==> src/rtl/regfile_scoreboard.sv <==
`default_nettype none
// ============================================================================
// Module      : regfile_scoreboard
// Description : NREGS x XLEN register file with per-register busy scoreboard,
//               combinational reads and registered busy population count.
//               Optional write-to-read forwarding: define REGFILE_BYPASS_EN.
// Revision    : 1.0 - initial release
// ============================================================================
module regfile_scoreboard #(
    parameter int XLEN  = 64,
    parameter int NREGS = 32,
    parameter int AW    = 5
) (
    input  logic            clk,
    input  logic            reset,
    input  logic [AW-1:0]   rs1,
    input  logic [AW-1:0]   rs2,
    input  logic [AW-1:0]   rd,
    input  logic [XLEN-1:0] WriteData,
    input  logic            RegWrite,
    input  logic            IssueValid,
    input  logic [AW-1:0]   IssueRd,
    output logic [XLEN-1:0] ReadData1,
    output logic [XLEN-1:0] ReadData2,
    output logic            Busy1,
    output logic            Busy2,
    output logic [AW:0]     BusyCount
);

    logic [XLEN-1:0]  r_regs [NREGS];
    logic [NREGS-1:0] r_busy;
    logic [NREGS-1:0] w_busy_next;
    logic [AW:0]      r_busy_count;
    logic [AW:0]      w_busy_count_next;
    logic             w_wr_en;
    logic             w_issue_en;

    assign w_wr_en    = RegWrite && (rd != '0);
    assign w_issue_en = IssueValid && (IssueRd != '0);

    // Clear first so that a same-cycle issue to the same register wins.
    always_comb begin
        w_busy_next = r_busy;
        if (w_wr_en) begin
            w_busy_next[rd] = 1'b0;
        end
        if (w_issue_en) begin
            w_busy_next[IssueRd] = 1'b1;
        end
        w_busy_next[0] = 1'b0;
    end

    always_comb begin
        w_busy_count_next = '0;
        for (int i = 0; i < NREGS; i++) begin
            w_busy_count_next = w_busy_count_next + (AW+1)'(w_busy_next[i]);
        end
    end

    always_ff @(posedge clk) begin
        if (reset) begin
            for (int i = 0; i < NREGS; i++) begin
                r_regs[i] <= '0;
            end
            r_busy       <= '0;
            r_busy_count <= '0;
        end else begin
            if (w_wr_en) begin
                r_regs[rd] <= WriteData;
            end
            r_busy       <= w_busy_next;
            r_busy_count <= w_busy_count_next;
        end
    end

    always_comb begin
        ReadData1 = (rs1 == '0) ? '0 : r_regs[rs1];
        ReadData2 = (rs2 == '0) ? '0 : r_regs[rs2];
        Busy1     = r_busy[rs1];
        Busy2     = r_busy[rs2];
`ifdef REGFILE_BYPASS_EN
        // Forward the in-flight write-back; its register is no longer pending.
        if (w_wr_en && !reset && (rd == rs1)) begin
            ReadData1 = WriteData;
            Busy1     = 1'b0;
        end
        if (w_wr_en && !reset && (rd == rs2)) begin
            ReadData2 = WriteData;
            Busy2     = 1'b0;
        end
`endif
    end

    assign BusyCount = r_busy_count;

endmodule
`default_nettype wire

==> config.mk <==
export PLATFORM = sky130hd
export DESIGN_NAME = regfile_scoreboard
export DESIGN_NICKNAME = d
export VERILOG_FILES = /design/src/rtl/regfile_scoreboard.sv
export SDC_FILE = /design/constraint.sdc
export NUM_CORES = 2
export LEC_CHECK = 0
export CAP_MARGIN = 20
export CORE_MARGIN = 1.5
export CORE_UTILIZATION = 50
export CTS_BUF_LIST = sky130_fd_sc_hd__clkbuf_4
export DETAILED_ROUTE_END_ITERATION = 12
export PLACE_DENSITY = 0.71
export RECOVER_POWER = 25
export SKIP_LAST_GASP = 1
export SYNTH_ARGS = -nofsm -noshare
export SYNTH_HDL_FRONTEND = slang
export SYNTH_SLANG_ARGS = --single-unit
==> constraint.sdc <==
create_clock -name clk -period 6.05 [get_ports clk]
set_clock_uncertainty 0.05 [all_clocks]
set_input_delay 1.21 -clock clk [delete_from_list [all_inputs] [get_ports clk]]
set_output_delay 1.21 -clock clk [all_outputs]
set_load 0.03 [all_outputs]
==> flow_metrics.tcl <==
set metrics [dict create \
    finalSetupViolCount 91 \
    num_vias 78240 \
    powerDensity_nw_per_um2 278.6 \
    crit_path_max_fanout 49 \
    critical_path_class "in2reg" \
    p_leak_nw 44.83 \
    vias_per_cell 6.959 \
    ys_types 70 \
    status "finished with violations" \
    cts_resized 0 \
    crit_start "reset" \
    final_max_slew_viol_count 757 \
    htreeDepth 6 \
    synth_flop_cell "edfxtp_1" \
    synthArstFlopShare_pct 0 \
    netlist_top_cells_area "edfxtp_1, mux4_2, and2_1" \
    drt_iter0_markers 13770 \
    firstDrtPassIters 9 \
    clockRootBuffer "clkbuf_4" \
    violations "max-capacitance violations, max-slew violations, negative setup slack" \
    synth_edf_count 2048 \
    cts_setup_buffers 0 \
    cts_sinks 2085 \
    crit_arrival_ns 7.25 \
    grt_pass1_wl_um 579100 \
    worst_slack_ns -0.2188 \
    max_freq_mhz 159.5 \
    synthCells 7380 \
    dpl.hpwl_um 238400 \
    place_congestion 0.9099 \
    hold_end "r_busy[23]" \
    pwr-share-clk_pct 36.7 \
    cts_tree "yes" \
    grt_pass1_vias 77500 \
    cts_buffers 581 \
    cts.path.max_buffers 4 \
    yosysTopAreaCellShare_pct 55.40 \
    avgSynthCellArea_um2 15.04 \
    yosysWarningCount 0 \
    yosysTopAreaCell "edfxtp_1" \
    synth-seq-cells 2085 \
    syn-cell-area_um2 111000 \
    syn_to_final_growth_pct 13.09 \
    num_io_pins 224 \
    rr_worst_depth 16 \
    timing.hold.ws_ns 0.6261 \
    cp.required_ns 7.04 \
    grt_max_degree 92 \
    dieArea_um2 224900 \
    drive_above_1_share_pct 29.55 \
    p_switching_mw 9.608 \
    pwr-share-comb_pct 14.3 \
    nets 7980 \
    grt_setup_unrepaired "false" \
    end_kind "flip-flop" \
    rows 172 \
    holdCritPathClass "reg2reg" \
    rr_endpoint "BusyCount[4]" \
    rrSetupSlack_ns 0.92 \
    gr-total-overflow 0 \
    reg2reg_from "r_busy[18]" \
    dpl_cell_area_um2 118800 \
    hold_viol 0 \
    maxCapViolations 22 \
    clkTransAtPathRegs_ns 0.05 \
    min_delay_path_depth 2 \
    seq_area_frac_synth_pct 56.07 \
    die_h_um 474.2 \
    cts_hold_buf 0 \
    slew_headroom_pct -171.6 \
    finalCritPeriodShare_pct 103.6 \
    swShare_pct 27.47 \
    io_buffers 223 \
    drc 0 \
    hp-start "r_busy[23]" \
    worst_slew_pin_slew_ns 4.074 \
    initial_utilization_pct 50.42 \
    ir_drop_v 0.0002481 \
    total_power_mw 34.98 \
    ant_nets 0 \
    p_int_mw 25.37 \
    fp.dieW_um 474.2 \
    wl_per_cell_um 37.37 \
    grtUsageTotal_pct 36.99 \
    antenna_found_initial 56 \
    clock_latency_ns 1.47 \
    fin_crit_ns 6.269 \
    design_area_um2 125500 \
    design.core.area_um2 220200 \
    wirelength_um 420200 \
    pwr-share-seq_pct 48.9 \
    critPathLaunchType "input port" \
]
==> power groups by stage <==
stage	clock, mW	sequential [mW]	combinational, mW
6_report	12.8	17.1	5.01
5_1_grt	13.6	17.2	5.10
3_5_place_dp	0	17.4	4.89
3_3_place_gp	0	17.3	4.85
4_1_cts	12.8	17.1	4.90
2_1_floorplan	0	17.2	2.87
==> Yosys cell counts (all sizes together), types with 61 or more instances <==
master	n
a22oi	193
and2	1993
nand2	201
clkbuf	525
buf	262
a221oi	110
mux2	70
o22ai	75
nor2	89
o21ai	61
mux2i	407
edfxtp	2048
mux4	901
==> final cells by class <==
cell class	instances	area, um^2
Tap cell	2958	3701
Sequential cell	2085	62240
Inverter	29	111.4
Antenna cell	42	105.1
Timing Repair Buffer	623	6694
Clock inverter	121	656.9
Fill cell	17170	94610
Clock buffer	843	6329
Multi-Input combinational cell	4542	45710
==> logic make-up (layout without fill, tap and decap cells) <==
logic type | Yosys count | after routing | share of synthesized area [%]
and+or+nand+nor | 2423 | 2423 | 13.01
DFF | 2085 | 2085 | 56.07
muxes | 1378 | 1378 | 22.68
buffers and inverters | 816 | 1616 | 3.373
AOI/OAI and AO/OA | 644 | 644 | 4.352
adders and majority gates | 30 | 30 | 0.4937
xor gates and xnor gates | 3 | 3 | 0.02367
other | 1 | 106 | 0.003378
==> layer usage <==
layer	global-route usage (%)	vias to the layer above	share of wire, %
met4	22.42	42	6.8
li1	-	29660	-
met3	12.39	1753	16
met2	55.52	7665	45
met1	46.55	39120	33
met5	0	-	0.073
==> placed cells by master (no fill, tap or decap), types with 23 or more instances in the layout <==
cell	netlist	final
a221oi_1	109	109
a21o_1	43	43
clkinv_1	0	85
inv_1	28	26
dfxtp_1	37	37
and2_1	1993	1804
nand2_1	200	200
a21oi_1	25	24
o21ai_0	60	60
clkdlybuf4s50_1	0	113
mux2i_1	407	407
mux4_2	896	896
a211oi_1	23	23
nor2_1	87	58
mux2_2	70	70
clkbuf_4	1	847
conb_1	1	64
edfxtp_1	2048	2048
buf_12	3	138
and2_0	0	186
a22oi_1	193	188
diode_2	0	42
buf_4	63	333
nor2b_1	35	28
a32oi_1	54	54
o22ai_1	75	75
==> worst max-delay path by stage <==
| stage | to |
|---|---|
| 6_report | r_regs[14][30] |
| 5_1_grt | r_regs[14][28] |
| 4_1_cts | ReadData1[33] |
| 3_5_place_dp | BusyCount[4] |
| 3_3_place_gp | BusyCount[4] |
| 2_1_floorplan | BusyCount[4] |
==> per-stage QoR <==
stage | setup TNS (ns) | util (%) | cells | setup WS, ns
finish | -4.820 | 57.02 | 11240 | -0.2188
CTS | 0 | 57.14 | 11200 | 0.5192
floorplan | -0.2195 | - | 7443 | -0.1830
global route | 0 | 56.99 | 11220 | 0.1355
global placement | -4.611 | 53.96 | 10230 | -1.015
detailed placement | -4.363 | 53.97 | 10230 | -0.9891
==> registers in the layout, indices dropped and copies added (netlist names) <==
signal	flops
r_busy	31
BusyCount	6
r_regs	2048
==> critical path, cell delays in order <==
cell	delay, ns
clkbuf_1	2.78
nand2b_1	0.82
clkbuf_2	1.58
clkbuf_2	0.66
No activity file was read; power rests on OpenSTA's default activity.
